File: src/rtl/fetch_unit_pkg.sv
// Shared encodings for the instruction-fetch stage: PC-source select codes,
// the nop word and the fetch FSM state type.
package fetch_unit_pkg;

    localparam logic [2:0] PCSRC_PLUS4 = 3'd0;
    localparam logic [2:0] PCSRC_BT    = 3'd1;
    localparam logic [2:0] PCSRC_JT    = 3'd2;
    localparam logic [2:0] PCSRC_JR    = 3'd3;

    localparam logic [31:0] INSTR_NOP = '0;

    typedef enum logic [1:0] {
        S_REQ  = 2'd0,
        S_HOLD = 2'd1,
        S_DROP = 2'd2
    } fetch_state_e;

endpackage

File: src/rtl/fetch_unit_if.sv
// Instruction-memory read channel: req/addr from the fetch stage,
// ready/rdata back from memory.
interface fetch_unit_if;

    logic        imem_req;
    logic [31:0] imem_addr;
    logic        imem_ready;
    logic [31:0] imem_rdata;

    modport master (
        output imem_req,
        output imem_addr,
        input  imem_ready,
        input  imem_rdata
    );

    modport slave (
        input  imem_req,
        input  imem_addr,
        output imem_ready,
        output imem_rdata
    );

endinterface

File: src/rtl/fetch_unit_npc.sv
// Combinational next-PC calculator: decides whether the instruction in IF/ID
// redirects fetch and computes the redirect target.
module fetch_npc
    import fetch_unit_pkg::*;
(
    input  logic        valid_i,
    input  logic [2:0]  sel_i,
    input  logic        taken_i,
    input  logic [15:0] imm16_i,
    input  logic [25:0] jidx_i,
    input  logic [31:0] rs_val_i,
    input  logic [31:0] pc_plus4_i,
    output logic        redirect_o,
    output logic [31:0] target_o
);

    always_comb begin
        redirect_o = 1'b0;
        target_o   = pc_plus4_i;
        case (sel_i)
            PCSRC_BT: begin
                redirect_o = valid_i & taken_i;
                target_o   = pc_plus4_i + {{14{imm16_i[15]}}, imm16_i, 2'b00};
            end
            PCSRC_JT: begin
                redirect_o = valid_i;
                target_o   = {pc_plus4_i[31:28], jidx_i, 2'b00};
            end
            PCSRC_JR: begin
                redirect_o = valid_i;
                target_o   = rs_val_i & ~32'h0000_0003;
            end
            default: begin
                redirect_o = 1'b0;
                target_o   = pc_plus4_i;
            end
        endcase
    end

endmodule

File: src/rtl/fetch_unit.sv
// Instruction-fetch stage with IF/ID pipeline register; no delay slot, so an
// ID-stage redirect flushes the wrong-path fetch.
module fetch_unit
    import fetch_unit_pkg::*;
#(
    parameter logic [31:0] RESET_PC = 32'h0000_3000
) (
    input  logic             clk,
    input  logic             rst,
    input  logic             stall,
    input  logic [2:0]       id_pc_src_sel,
    input  logic             id_branch_taken,
    input  logic [15:0]      id_imm16,
    input  logic [25:0]      id_jidx,
    input  logic [31:0]      id_rs_val,
    fetch_unit_if.master     imem,
    output logic             if_id_valid,
    output logic [31:0]      if_id_instr,
    output logic [31:0]      if_id_pc_plus4
);

    fetch_state_e state_q, state_d;
    logic [31:0]  pc_q, pc_d;
    logic [31:0]  pend_pc_q, pend_pc_d;
    logic [31:0]  hold_instr_q, hold_instr_d;
    logic         valid_q, valid_d;
    logic [31:0]  instr_q, instr_d;
    logic [31:0]  pc4_q, pc4_d;

    logic         redirect;
    logic [31:0]  target;
    logic [31:0]  pc_plus4;

    fetch_npc u_npc (
        .valid_i    (valid_q),
        .sel_i      (id_pc_src_sel),
        .taken_i    (id_branch_taken),
        .imm16_i    (id_imm16),
        .jidx_i     (id_jidx),
        .rs_val_i   (id_rs_val),
        .pc_plus4_i (pc4_q),
        .redirect_o (redirect),
        .target_o   (target)
    );

    assign pc_plus4       = pc_q + 32'd4;
    assign imem.imem_req  = rst & (state_q != S_HOLD);
    assign imem.imem_addr = pc_q;

    assign if_id_valid    = valid_q;
    assign if_id_instr    = instr_q;
    assign if_id_pc_plus4 = pc4_q;

    always_ff @(posedge clk) begin
        if (!rst) begin
            state_q      <= S_REQ;
            pc_q         <= RESET_PC;
            pend_pc_q    <= '0;
            hold_instr_q <= '0;
            valid_q      <= 1'b0;
            instr_q      <= INSTR_NOP;
            pc4_q        <= '0;
        end else begin
            state_q      <= state_d;
            pc_q         <= pc_d;
            pend_pc_q    <= pend_pc_d;
            hold_instr_q <= hold_instr_d;
            valid_q      <= valid_d;
            instr_q      <= instr_d;
            pc4_q        <= pc4_d;
        end
    end

    always_comb begin
        state_d      = state_q;
        pc_d         = pc_q;
        pend_pc_d    = pend_pc_q;
        hold_instr_d = hold_instr_q;
        valid_d      = valid_q;
        instr_d      = instr_q;
        pc4_d        = pc4_q;

        case (state_q)
            S_REQ: begin
                if (imem.imem_ready) begin
                    if (redirect) begin
                        pc_d    = target;
                        valid_d = 1'b0;
                    end else if (!stall) begin
                        valid_d = 1'b1;
                        instr_d = imem.imem_rdata;
                        pc4_d   = pc_plus4;
                        pc_d    = pc_plus4;
                    end else begin
                        hold_instr_d = imem.imem_rdata;
                        state_d      = S_HOLD;
                    end
                end else if (redirect) begin
                    // Request must stay stable until ready, so park the target.
                    pend_pc_d = target;
                    valid_d   = 1'b0;
                    state_d   = S_DROP;
                end else if (!stall) begin
                    valid_d = 1'b0;
                end
            end
            S_HOLD: begin
                if (redirect) begin
                    pc_d    = target;
                    valid_d = 1'b0;
                    state_d = S_REQ;
                end else if (!stall) begin
                    valid_d = 1'b1;
                    instr_d = hold_instr_q;
                    pc4_d   = pc_plus4;
                    pc_d    = pc_plus4;
                    state_d = S_REQ;
                end
            end
            S_DROP: begin
                if (imem.imem_ready) begin
                    pc_d    = pend_pc_q;
                    state_d = S_REQ;
                end
            end
            default: begin
                state_d = S_REQ;
            end
        endcase
    end

endmodule

File: src/flat_wrapper.sv
// flat-port wrapper written by rule: the top's interface ports become plain ports
module fetch_unit_flat import fetch_unit_pkg::*;
#(
    parameter logic [31:0] RESET_PC = 32'h0000_3000
)
  (clk, rst, stall, id_pc_src_sel, id_branch_taken, id_imm16, id_jidx, id_rs_val, if_id_valid, if_id_instr, if_id_pc_plus4, imem_imem_req, imem_imem_addr, imem_imem_ready, imem_imem_rdata);
  fetch_unit_if imem_i ();
  input  logic clk;
  input  logic rst;
  input  logic stall;
  input  logic [2:0] id_pc_src_sel;
  input  logic id_branch_taken;
  input  logic [15:0] id_imm16;
  input  logic [25:0] id_jidx;
  input  logic [31:0] id_rs_val;
  output logic if_id_valid;
  output logic [31:0] if_id_instr;
  output logic [31:0] if_id_pc_plus4;
  output wire logic [$bits(imem_i.imem_req)-1:0] imem_imem_req;
  output wire logic [$bits(imem_i.imem_addr)-1:0] imem_imem_addr;
  input wire logic [$bits(imem_i.imem_ready)-1:0] imem_imem_ready;
  input wire logic [$bits(imem_i.imem_rdata)-1:0] imem_imem_rdata;
  assign imem_imem_req = imem_i.imem_req;
  assign imem_imem_addr = imem_i.imem_addr;
  assign imem_i.imem_ready = imem_imem_ready;
  assign imem_i.imem_rdata = imem_imem_rdata;
  fetch_unit #(.RESET_PC(RESET_PC)) u_core (.clk(clk), .rst(rst), .stall(stall), .id_pc_src_sel(id_pc_src_sel), .id_branch_taken(id_branch_taken), .id_imm16(id_imm16), .id_jidx(id_jidx), .id_rs_val(id_rs_val), .imem(imem_i), .if_id_valid(if_id_valid), .if_id_instr(if_id_instr), .if_id_pc_plus4(if_id_pc_plus4));
endmodule
File: config.mk
export PLATFORM = sky130hd
export DESIGN_NAME = fetch_unit_flat
export DESIGN_NICKNAME = d
export VERILOG_FILES = /design/src/rtl/fetch_unit_pkg.sv /design/src/rtl/fetch_unit_if.sv /design/src/rtl/fetch_unit_npc.sv /design/src/rtl/fetch_unit.sv /design/src/flat_wrapper.sv
export SDC_FILE = /design/constraint.sdc
export NUM_CORES = 1
export LEC_CHECK = 0
export ABC_AREA = 0
export BUFFER_PORTS_ARGS = -buffer_cell sky130_fd_sc_hd__buf_2
export CAP_MARGIN = 20
export CORE_AREA = 2 2 150 152
export CTS_CLUSTER_SIZE = 16
export DETAILED_ROUTE_END_ITERATION = 12
export DIE_AREA = 0 0 152 154
export HOLD_SLACK_MARGIN = 0.03
export PLACE_DENSITY = 0.71
export SLEW_MARGIN = 20
export SYNTH_ARGS = -nofsm -noshare
export SYNTH_HDL_FRONTEND = slang
export SYNTH_SLANG_ARGS = --single-unit
export TNS_END_PERCENT = 10
File: constraint.sdc
create_clock -name clk -period 2.6 [get_ports clk]
set_input_delay 0.13 -clock clk [delete_from_list [all_inputs] [get_ports clk]]
set_output_delay 0.13 -clock clk [all_outputs]
set_load 0.02 [all_outputs]
Word-level counts from Yosys, hierarchy flattened

Cells that the tools add are included.

Output and inout bits: 98
Register bits after elaboration: 163
Input port bits: 114

Reductions and logical operators: 11
Bitwise gates (word level): 4
Eq/ne operators: 17
$add $sub $neg: 2
Multiplexer cells: 31

Operators with widths:

| operator                                                              | number |
|---|---|
| 32-bit two-way mux                                                    | 12 |
| 32-bit one-hot mux with 3 select lines                                | 2 |
| 32-bit one-hot mux with 2 select lines                                | 2 |
| 32-bit by 3-bit adder with 32-bit output, second input constant       | 1 |
| 32-bit adder                                                          | 1 |
| 2-bit two-way mux                                                     | 7 |
| 2-bit != test, second input constant                                  | 6 |
| 3-bit by 2-bit != test with 1-bit output, second input constant       | 3 |
| 3-bit by 2-bit equality test with 1-bit output, second input constant | 2 |
| 2-bit one-hot mux with 3 select lines                                 | 1 |
| 3-bit AND reduction                                                   | 2 |
| 6-bit AND reduction                                                   | 1 |
| 1-bit two-way mux                                                     | 5 |
| 5-bit AND reduction                                                   | 1 |
| 4-bit by 3-bit != test with 1-bit output, second input constant       | 1 |
| 1-bit one-hot mux with 2 select lines                                 | 2 |
| 2-bit AND reduction                                                   | 2 |
| 4-bit AND reduction                                                   | 1 |
| 3-bit by 1-bit equality test with 1-bit output, second input constant | 1 |
| 3-bit != test, second input constant                                  | 1 |
| 3-bit nonzero test                                                    | 1 |
| 1-bit AND                                                             | 2 |
| 2-bit by 1-bit equality test with 1-bit output, second input constant | 1 |
| 2-bit equality test, second input constant                            | 1 |
| other kinds (5)                                                       | 6 |

Longest topological paths before layout

Gate-level depths: netlist (run 1).

Word-level depth: 6
Gate-level depth with buffers: 12
Mapped depth without buffers: 12

Cells and area by module

Synthesis (run 1) repeated with hierarchy kept, for this count alone.

Cells, all modules: 1318
Area total of the unflattened synthesis: 10105.9 sq um

Modules (own cells, without submodules):

| module     | times used | cells each | area each (sq um) | seq. area each (sq um) |
|---|---|---|---|---|
| fetch_unit | 1          | 936        | 7533.5            | 3263.1 |
| fetch_npc  | 1          | 382        | 2572.5            | 0.0 |

Least setup slack after synthesis (run 1)

OpenSTA, ideal clock, no wires.

Path kind: register to register
From: register u_core.pc4_q[4], in the netlist u_core.if_id_pc_plus4[4]
To: register u_core.pc_q[10], in the netlist u_core.imem.imem_addr[10]
Path slack: -0.134 ns
Library setup time: 0.139 ns
Arrival: 2.595 ns
Cell stages (with the launch flop): 11
Path buffers: 0
Clock period less this slack: 2.734 ns
Cell sequence: dfxtp_1 ha_1 nor2b_1 o21a_1 a21bo_2 a21o_1 a21o_1 a21oi_1 mux2_2 a2111oi_0 o21ai_0

Longest elaborated chain between the ends: 5

RTL lines:

| what                                       | line                 | text |
|---|---|---|
| start: declaration                         | fetch_unit.sv:28     | `logic [31:0] pc4_q, pc4_d;` |
| start signal: assignment                   | fetch_unit.sv:70     | `pc4_q <= pc4_d;` |
| 32-bit adder (*)                           | fetch_unit_npc.sv:23 | `target_o = pc_plus4_i + {{14{imm16_i[15]}}, imm16_i, 2'b00};` |
| 32-bit one-hot mux with 3 select lines (*) | fetch_unit_npc.sv:20 | `case (sel_i)` |
| 32-bit two-way mux (*)                     | fetch_unit.sv:86     | `if (redirect) begin` |
| 32-bit two-way mux                         | fetch_unit.sv:85     | `if (imem.imem_ready) begin` |
| 32-bit one-hot mux with 3 select lines (*) | fetch_unit.sv:83     | `case (state_q)` |
| end signal: assignment                     | fetch_unit.sv:65     | `pc_q <= pc_d;` |
| end: declaration                           | fetch_unit.sv:23     | `logic [31:0] pc_q, pc_d;` |

Mark *: on every way between the ends. The rest lies on a longest branch, timed or not. The select of a mux whose other input is x is not followed.
A chain may end at the register's enable or synchronous reset.

Worst setup path after layout (run 1)

From: register u_core.pc4_q[2], in the netlist u_core.if_id_pc_plus4[2]
To: register u_core.pc_q[30], in the netlist u_core.imem.imem_addr[30]

Same word-level chain as after synthesis.

==> results of run 1 <==
-- logic make-up (layout without fill, tap and decap cells) --
group	count (synthesis)	count (layout)	share of synthesized area [%]
buffers and inverters	112	396	4.564
xor gates and xnor gates	47	47	4.171
DFF	163	163	33.06
muxes	43	43	4.399
AOI/OAI and AO/OA	378	378	28.03
adders and majority gates	31	31	4.006
and+or+nand+nor	471	471	21.77
-- cells in the mapped netlist (18+ instances only) --
library cell | instances | area share [%]
o211a_1 | 64 | 6.5
clkbuf_1 | 80 | 3.0
a21oi_1 | 77 | 3.9
ha_1 | 30 | 3.8
nand2_1 | 253 | 9.6
dfxtp_1 | 163 | 33
nand3_1 | 44 | 2.2
xor2_1 | 21 | 1.9
o21ai_0 | 68 | 3.4
nor2_1 | 60 | 2.3
xnor2_1 | 26 | 2.3
mux2i_1 | 40 | 4.1
a21boi_0 | 44 | 3.3
o211ai_1 | 18 | 1.4
-- power by group through the flow --
stage | combinational, uW | sequential [uW] | clock (uW)
CTS | 1680 | 2740 | 2740
global placement | 1590 | 2780 | 0
finish | 1740 | 2740 | 2690
global route | 1880 | 2760 | 2820
detailed placement | 1610 | 2790 | 0
floorplan | 854 | 2910 | 0
-- registers in the layout, indices dropped and copies added, names as in the netlist --
name                   flops
u_core.hold_instr_q       32
u_core.state_q             2
u_core.if_id_pc_plus4     32
u_core.if_id_valid         1
u_core.imem.imem_addr     32
u_core.pend_pc_q          32
u_core.if_id_instr        32
-- per-stage QoR --
step	power [uW]	instances	hold WS, ns
global placement	4376	1738	0.3915
finish	7176	1809	0.05969
detailed placement	4399	1738	0.3999
CTS	7159	1806	0.03506
floorplan	3761	1245	0.2749
global route	7462	1809	0.04773
-- per-layer routing --
layer | up-vias | track usage, %
met4 | 2 | 9.212
met5 | - | 0
met3 | 67 | 7.272
met1 | 4888 | 37.57
met2 | 472 | 46.61
li1 | 4991 | -
-- cell type report --
type	instances	area (um^2)	share of cell area [%]
Clock buffer	21	470.5	3.641
Inverter	17	63.81	0.4939
Tap cell	280	350.3	2.711
Clock inverter	10	147.6	1.143
Timing Repair Buffer	348	2242	17.35
Multi-Input combinational cell	970	6381	49.39
Sequential cell	163	3266	25.27
-- worst reg2reg max path, delay by kind of cell, from the launching register on --
kind / cells / cell delay [ns]
compound gates: 7 / 1.44
fa+ha+maj: 2 / 0.35
mux: 1 / 0.35
flops: 1 / 0.33
buf+inv: 1 / 0.05
simple gates: 1 / 0.05
-- cell usage in the layout, fill, tap and decap left out, types with 5 or more instances in the layout --
cell type and instances:
mux2i_1 38, dlygate4sd3_1 35, and2_1 12, nor2_1 59, xor2_1 20, o21ai_0 62, inv_1 16, a211oi_1 14
a21boi_0 43, nand2_1 253, a31oi_1 10, a21oi_2 5, nor2b_1 11, dfxtp_1 161, a21oi_1 72, o21a_1 11
buf_2 208, buf_12 5, buf_4 100, o211ai_1 18, nand4_1 8, or3_1 9, o21ai_1 5, and3_1 9
ha_1 28, o211a_1 64, clkbuf_16 17, a21o_1 13, a211o_1 7, xnor2_1 25, nand3_1 43, nand2b_1 12
nor3_1 16
-- how the worst min path moves through the flow --
stage,end,startpoint
2_1_floorplan,u_core.hold_instr_q[0]$_SDFFE_PN0P_,imem_imem_rdata[0]
3_3_place_gp,u_core.hold_instr_q[27]$_SDFFE_PN0P_,imem_imem_rdata[27]
3_5_place_dp,u_core.hold_instr_q[22]$_SDFFE_PN0P_,imem_imem_rdata[22]
4_1_cts,u_core.pend_pc_q[18]$_SDFFE_PN0P_,id_jidx[16]
5_1_grt,u_core.pend_pc_q[18]$_SDFFE_PN0P_,id_jidx[16]
6_report,u_core.pend_pc_q[19]$_SDFFE_PN0P_,id_jidx[17]
-- repair_timing --
item,in CTS,in global routing
hold buffers,35,0
pin swaps,13,17
resized for setup,18,23
gates cloned,0,0
setup endpoints to repair,23,39
buffers inserted,2,3
endpoints found under the hold margin,37,0
==> impl_metrics.csv, run 1 <==
group,metric,value,unit
run_status,status,"finished, violations left",
run_status,failed_checks,"negative setup slack",
finish,utilization,59.58,%
sta,setup_tns,-0.5439,ns
grt,grt_pass1_wl,54.33,mm
clock_tree,clkLatencyLatePin,0.43,ns
grt,first_global_vias,10070,
detailed_routing,postRouteAntennaNets,0,
synth,synth_cells,1245,
clock_tree,clockBufferDepth,2,
place,pre_cts_slack,-0.2360,ns
synth,syn-cell-area,9869,um^2
detailed_routing,dr.first_iter.drc_count,785,
floorplan,initial_core_util,45.51,%
synth,async_flop_share,0,%
setup_path,reg2reg_depth,12,
sta,tightestPinTransition,0.6392,ns
power_and_ir_drop,leakage,0.006379,uW
place,dpl-instance-area,11720,um^2
clock_tree,cts.sinks,163,
setup_path,r2r_setup_slack,-0.09,ns
synth,ys_ff_latch,163,
detailed_routing,dr_wl_met3,3.207,mm
detailed_routing,top_layer_used,"met5",
synth,syn_nets,1390,
synth,yosys_warnings,0,
setup_path,critPathCapture,"u_core.imem.imem_addr[30]$_SDFFE_PN0P_",
detailed_routing,avgViaCountPerCell,5.760,
power_and_ir_drop,combPwrFrac,24.3,%
grt,grt_max_degree,113,
sta,max_slew_margin,57.20,%
setup_path,cpMaxStageDelayCell,"mux2i_2",
place,dp_hpwl,24.58,mm
clock_tree,cts_root_buf,"clkbuf_16",
sta,finalSetupViolCount,12,
hold_path,min_path_cells,3,
power_and_ir_drop,ir_drop,0.4541,mV
power_and_ir_drop,power.internal,4958,uW
floorplan,die-height,154,um
flow_run,drv_cap,0,
setup_path,arrival,2.99,ns
grt,grt.overflow.total,0,
sta,rsz0062_at_grt,"yes",
finish,nNetsFinal,1662,
power_and_ir_drop,switching_share,30.91,%
hold_path,hp-class,"input port to flop",
sta,post-route-min-period,2.693,ns
synth,seq_area_frac_synth,33.06,%
floorplan,coreArea,21690,um^2
detailed_routing,wl_met1,14.71,mm
finish,num_antenna_cells,0,
detailed_routing,dr_total_vias,10420,
detailed_routing,drc,0,
sta,setup_slack,-0.09310,ns
floorplan,rows,54,
clock_tree,cts_tree,"built",
setup_path,path_delay_family,"compound AO/OA/AOI/OAI gates",
setup_path,crit_start,"u_core.if_id_pc_plus4[2]$_SDFFE_PN0P_",
finish,post_route_cells_drive_above_1_share,26.55,%
finish,design_area,12920,um^2
synth,synthFlopType,"dfxtp_1",
sta,fin_crit_sh,103.6,%
setup_path,r2r-start,"u_core.if_id_pc_plus4[2]$_SDFFE_PN0P_",
floorplan,die_x,152,um
sta,hold_violations,0,
power_and_ir_drop,power_frac_seq,38.2,%
detailed_routing,first_pass_iters,6,
detailed_routing,routed_wl,34.53,mm
power_and_ir_drop,power_switching,2218,uW
setup_path,reg2reg_to,"u_core.imem.imem_addr[30]$_SDFFE_PN0P_",
setup_path,cp_cell_sequence,"ha_4, inv_2, fa_2, nor2b_2, o21a_1, a21bo_2, a41oi_4, a22o_4, o211ai_4, a221oi_2, mux2i_2, a211oi_2",
clock_tree,htree_levels,4,
sta,finClkSkew,0.01289,ns
setup_path,cp_slowest_stage_delay,0.35,ns
setup_path,cp_num_buf_inv,1,
setup_path,crit_path_max_fanout,5,
setup_path,path_class,"flop to flop",
setup_path,cp_num_cells,12,
sta,slew_violations,0,
place,io_buffer_count,209,
synth,synth.distinct_cells,77,
floorplan,ios,212,
grt,grt_antenna_before_repair,2,
sta,clock.fmax,371.3,MHz
finish,fillCellCount,1933,
finish,area_delta_synth_final,30.92,%
clock_tree,clkTransAtPathRegs,0.07,ns
power_and_ir_drop,clkPwrFrac,37.5,%
setup_path,worstPathRequired,2.90,ns
place,place_congestion,0.9635,
floorplan,dieArea,23410,um^2
detailed_routing,met2WireLength,15.62,mm
clock_tree,cts_buffers,17,
grt,grt_usage,28.73,%
power_and_ir_drop,power.density,555.4,nW/um^2
setup_path,cp-start-kind,"flop",
detailed_routing,routedWlPerCell,19.09,um
setup_path,worstSetupEndpointType,"flop",
synth,syn_avg_cell_area,7.927,um^2
synth,synth_edf_count,0,
(Power assumes the default switching activity.)
==> inputs of run 2 (changes only) <==
- SETUP_SLACK_MARGIN: default -> 0.2
==> impl_metrics.csv, run 2 (synthesis gave the netlist of run 1 again) <==
group,metric,value,unit
place,dp_hpwl,23.55,mm
finish,layout_common_cells,"nand2_1, buf_2, dfxtp_1",
place,post-place-cells,1719,
finish,finalNonFillerCells,1791,
sta,clock.fmax,368.9,MHz
setup_path,path_class,"flop to flop",
finish,utilization,59.05,%
grt,grt_antenna_before_repair,1,
sta,finClkSkew,0.01079,ns
clock_tree,clkTransAtPathRegs,0.07,ns
grt,top_usage_layer,"met2",
flow_run,drv_cap,0,
setup_path,worstSetupEndpointType,"flop",
grt,grt_pass1_wl,53.31,mm
place,dpl-instance-area,11680,um^2
detailed_routing,postRouteAntennaNets,0,
detailed_routing,dr_total_vias,10310,
sta,post-route-min-period,2.711,ns
clock_tree,cts_root_buf,"clkbuf_16",
clock_tree,cts_tree,"built",
grt,grt.met2_usage,45.58,%
place,io_buffer_count,209,
sta,setup_slack,-0.1110,ns
sta,tightestPinTransition,0.8449,ns
floorplan,die-height,154,um
setup_path,crit_path_max_fanout,5,
floorplan,ios,212,
setup_path,worstPathRequired,2.90,ns
sta,rsz0062_at_grt,"yes",
clock_tree,clkLatencyLatePin,0.43,ns
sta,max_slew_margin,43.42,%
place,place_congestion,0.9118,
grt,grt.overflow.total,0,
detailed_routing,routed_wl,33.44,mm
detailed_routing,drc,0,
setup_path,arrival,3.01,ns
clock_tree,cts.sinks,163,
setup_path,cp-start-kind,"flop",
clock_tree,cts_buffers,17,
hold_path,hp-class,"input port to flop",
detailed_routing,avgViaCountPerCell,5.757,
detailed_routing,dr.first_iter.drc_count,887,
sta,slew_violations,0,
place,pre_cts_slack,-0.1663,ns
detailed_routing,first_pass_iters,6,
floorplan,die_x,152,um
finish,post_route_cells_drive_above_1_share,26.77,%
finish,design_area,12810,um^2
power_and_ir_drop,power.density,541.3,nW/um^2
floorplan,rows,54,
finish,nNetsFinal,1641,
run_status,failed_checks,"negative setup slack",
run_status,status,"finished, violations left",
power_and_ir_drop,leakage,0.006268,uW
clock_tree,htree_levels,4,
sta,fin_crit_sh,104.3,%
grt,use_met3,6.595,%
floorplan,initial_core_util,45.51,%
sta,hold_violations,0,
floorplan,coreArea,21690,um^2
grt,grt_max_degree,130,
clock_tree,clockBufferDepth,2,
finish,mostFrequentLayoutCell,"nand2_1",
power_and_ir_drop,ir_drop,0.4667,mV
finish,area_delta_synth_final,29.75,%
sta,finalSetupViolCount,14,
detailed_routing,routedWlPerCell,18.67,um
grt,met1_usage,37.57,%
grt,grt_usage,28.01,%
grt,first_global_vias,9844,
floorplan,dieArea,23410,um^2
## run 2: timing repair
action	4_1_cts	5_1_grt
buffers inserted	2	1
hold buffers	35	0
pin swaps	29	22
resized for setup	23	21
hold endpoints to repair	36	0
setup endpoints to repair	38	46
## run 2: final timing paths
path	startpoint	endpoint	slack (ns)	cells past startpoint
setup reg to reg	u_core.if_id_pc_plus4[2]$_SDFFE_PN0P_	u_core.imem.imem_addr[30]$_SDFFE_PN0P_	-0.11	13
setup / recovery	u_core.if_id_pc_plus4[2]$_SDFFE_PN0P_	u_core.imem.imem_addr[30]$_SDFFE_PN0P_	-0.11	13
hold / removal	id_jidx[15]	u_core.pend_pc_q[17]$_SDFFE_PN0P_	0.04	3
hold reg to reg	u_core.pend_pc_q[19]$_SDFFE_PN0P_	u_core.pend_pc_q[19]$_SDFFE_PN0P_	0.45	2
## run 2: through the flow
step                hold WS, ns  power, uW  setup TNS (ns)
finish                  0.03734       6932         -0.7119
global route            0.05489       7240          -2.927
CTS                     0.03615       6920         -0.4336
detailed placement       0.4007       4382          -1.479
global placement         0.3919       4360         -0.5711
floorplan                0.2749       3785               0
## run 2: power breakdown
group | internal (uW) | switching (uW)
Combinational | 712 | 1000
Sequential | 2640 | 111
Clock | 1270 | 1200
Total | 4620 | 2310
## run 2: worst max-delay path, stage by stage, from the launching register on
cell and delay, ns:
dfxtp_4 0.35, ha_4 0.15, inv_2 0.05, fa_2 0.19, nor2b_2 0.05, o21a_1 0.19, a21bo_2 0.24, a41oi_4 0.28
a22o_4 0.23, o211ai_4 0.09, a221oi_2 0.25, mux2i_1 0.27, buf_4 0.16, a211oi_2 0.06
## run 2: layout make-up
class	count	area, um^2
diodes	2	5.005
clock buffers	17	425.4
clock inverters	15	133.9
fillers	1972	8882
inverters	17	63.81
multi-input cells	970	6480
flip-flops and latches	163	3276
well taps	280	350.3
repair buffers	327	2072
## run 2: metal layers
| metal | up-vias | share of wire (%) |
|---|---|---|
| met5 | - | 0 |
| met4 | 0 | 1.9 |
| met3 | 58 | 8.7 |
| met2 | 453 | 46 |
| met1 | 4846 | 43 |
| li1 | 4954 | - |
==> inputs of run 3 (changes only) <==
--- a/config.mk
+++ b/config.mk
@@ -8,5 +8,4 @@
 export ABC_AREA = 0
 export BUFFER_PORTS_ARGS = -buffer_cell sky130_fd_sc_hd__buf_2
-export CAP_MARGIN = 20
 export CORE_AREA = 2 2 150 152
 export CTS_CLUSTER_SIZE = 16
==> constraint.sdc (replaced) <==
create_clock -name clk -period 2.6 [get_ports clk]
set_input_delay 0.52 -clock clk [delete_from_list [all_inputs] [get_ports clk]]
set_output_delay 0.52 -clock clk [all_outputs]
set_load 0.02 [all_outputs]
==> impl_metrics.csv, run 3 (synthesis gave the netlist of run 1 again) <==
group,metric,value,unit
finish,finalNonFillerCells,1825,
floorplan,rows,54,
clock_tree,cts_buffers,17,
clock_tree,cts.sinks,163,
detailed_routing,routedWlPerCell,18.43,um
detailed_routing,drc,0,
clock_tree,cts_tree,"built",
sta,max_slew_margin,62.19,%
detailed_routing,wl_met1,14.29,mm
hold_path,hp-class,"input port to flop",
detailed_routing,dr_wl_met3,3.272,mm
floorplan,die-height,154,um
detailed_routing,first_pass_iters,5,
grt,grt_antenna_before_repair,2,
power_and_ir_drop,ir_drop,0.4430,mV
floorplan,ios,212,
finish,design_area,13100,um^2
sta,slew_violations,0,
setup_path,crit_path_max_fanout,3,
detailed_routing,dr_total_vias,10440,
floorplan,coreArea,21690,um^2
finish,mostFrequentLayoutCell,"nand2_1",
place,dpl-instance-area,12270,um^2
sta,fin_crit_sh,103.7,%
setup_path,worstPathRequired,2.96,ns
setup_path,worstSetupEndpointType,"flop",
setup_path,cp_cell_sequence,"ha_4, inv_2, fa_2, nor2b_2, o21a_1, a21bo_2, a41oi_4, buf_6, nor3b_1, or3b_1, a21oi_2, mux2i_1, nor2b_1",
clock_tree,clkLatencyLatePin,0.43,ns
finish,layout_common_cells,"nand2_1, buf_2, dfxtp_1",
detailed_routing,routed_wl,33.63,mm
clock_tree,cts_root_buf,"clkbuf_16",
grt,first_global_vias,9954,
place,place_congestion,0.9366,
detailed_routing,top_layer_used,"met5",
clock_tree,clkTransAtPathRegs,0.07,ns
floorplan,die_x,152,um
detailed_routing,avgViaCountPerCell,5.720,
run_status,status,"finished, violations left",
sta,post-route-min-period,2.696,ns
detailed_routing,met2WireLength,15.32,mm
run_status,failed_checks,"negative setup slack",
grt,grt_usage,28.16,%
finish,nNetsFinal,1676,
sta,setup_slack,-0.09643,ns
setup_path,cp_num_buf_inv,2,
setup_path,cp_slowest_stage_delay,0.37,ns
sta,hold_violations,0,
detailed_routing,dr.first_iter.drc_count,933,
power_and_ir_drop,power.density,551.6,nW/um^2
flow_run,drv_cap,0,
clock_tree,postCtsHoldBufs,0,
setup_path,arrival,3.06,ns
grt,grt_max_degree,61,
setup_path,path_class,"flop to flop",
floorplan,initial_core_util,45.51,%
sta,rsz0062_at_grt,"yes",
sta,finalSetupViolCount,8,
place,dp_hpwl,24.88,mm
detailed_routing,postRouteAntennaNets,0,
sta,clock.fmax,370.9,MHz
finish,post_route_cells_drive_above_1_share,30.05,%
power_and_ir_drop,leakage,0.006521,uW
place,pre_cts_slack,-0.4538,ns
floorplan,dieArea,23410,um^2
sta,finClkSkew,0.01372,ns
setup_path,cp-start-kind,"flop",
setup_path,cpMaxStageDelayCell,"or3b_1",
clock_tree,htree_levels,4,
sta,setup_tns,-0.3388,ns
grt,grt_pass1_wl,53.09,mm
grt,grt.overflow.total,0,
finish,area_delta_synth_final,32.70,%
setup_path,path_delay_family,"simple AND/OR/NAND/NOR gates",
place,post-place-cells,1788,
clock_tree,clockBufferDepth,2,
sta,tightestPinTransition,0.5671,ns
place,io_buffer_count,209,
[run 3: cell type report]
type | instances | area [um^2]
antenna | 1 | 2.502
clock buffer | 18 | 429.2
clock inverter | 14 | 182.7
fill | 1943 | 8592
inverter | 17 | 63.81
multi-input combinational | 970 | 6471
sequential | 163 | 3267
tap | 280 | 350.3
timing repair buffer | 362 | 2330
[run 3: power breakdown]
group	total, uW	switching (uW)	internal, uW
sequential	2750	111	2640
combinational	1810	1020	788
clock	2670	1200	1470
[run 3: final timing paths]
path / endpoint / cells after the start / from / slack, ns
setup / recovery: u_core.pend_pc_q[14]$_SDFFE_PN0P_ / 13 / u_core.if_id_pc_plus4[2]$_SDFFE_PN0P_ / -0.1
hold reg to reg: u_core.pend_pc_q[19]$_SDFFE_PN0P_ / 2 / u_core.pend_pc_q[19]$_SDFFE_PN0P_ / 0.46
hold / removal: u_core.hold_instr_q[31]$_SDFFE_PN0P_ / 3 / imem_imem_rdata[31] / 0.34
setup reg to reg: u_core.pend_pc_q[14]$_SDFFE_PN0P_ / 13 / u_core.if_id_pc_plus4[2]$_SDFFE_PN0P_ / -0.1
[run 3: what timing repair did]
| item | CTS | global route |
|---|---|---|
| resized for setup | 33 | 6 |
| buffers inserted | 3 | 1 |
| setup endpoints to repair | 39 | 47 |
| pin swaps | 39 | 5 |
[run 3: layer usage]
layer	vias to the layer above	track usage (%)
met5	-	0
met4	2	7.744
met3	59	7.694
met2	482	46.37
met1	4875	36.41
li1	5021	-
[run 3: metrics by stage]
step	hold slack, ns	total power [uW]	util [%]
floorplan	0.4271	3786	-
global placement	0.4358	4498	56.59
detailed placement	0.4485	4523	56.59
CTS	0.3305	7242	60.30
global route	0.3392	7530	60.37
finish	0.3412	7223	60.38
[run 3: worst min-delay path, stage by stage]
cell and delay [ns]:
buf_2 0.10, nand2_1 0.04, a21boi_0 0.06
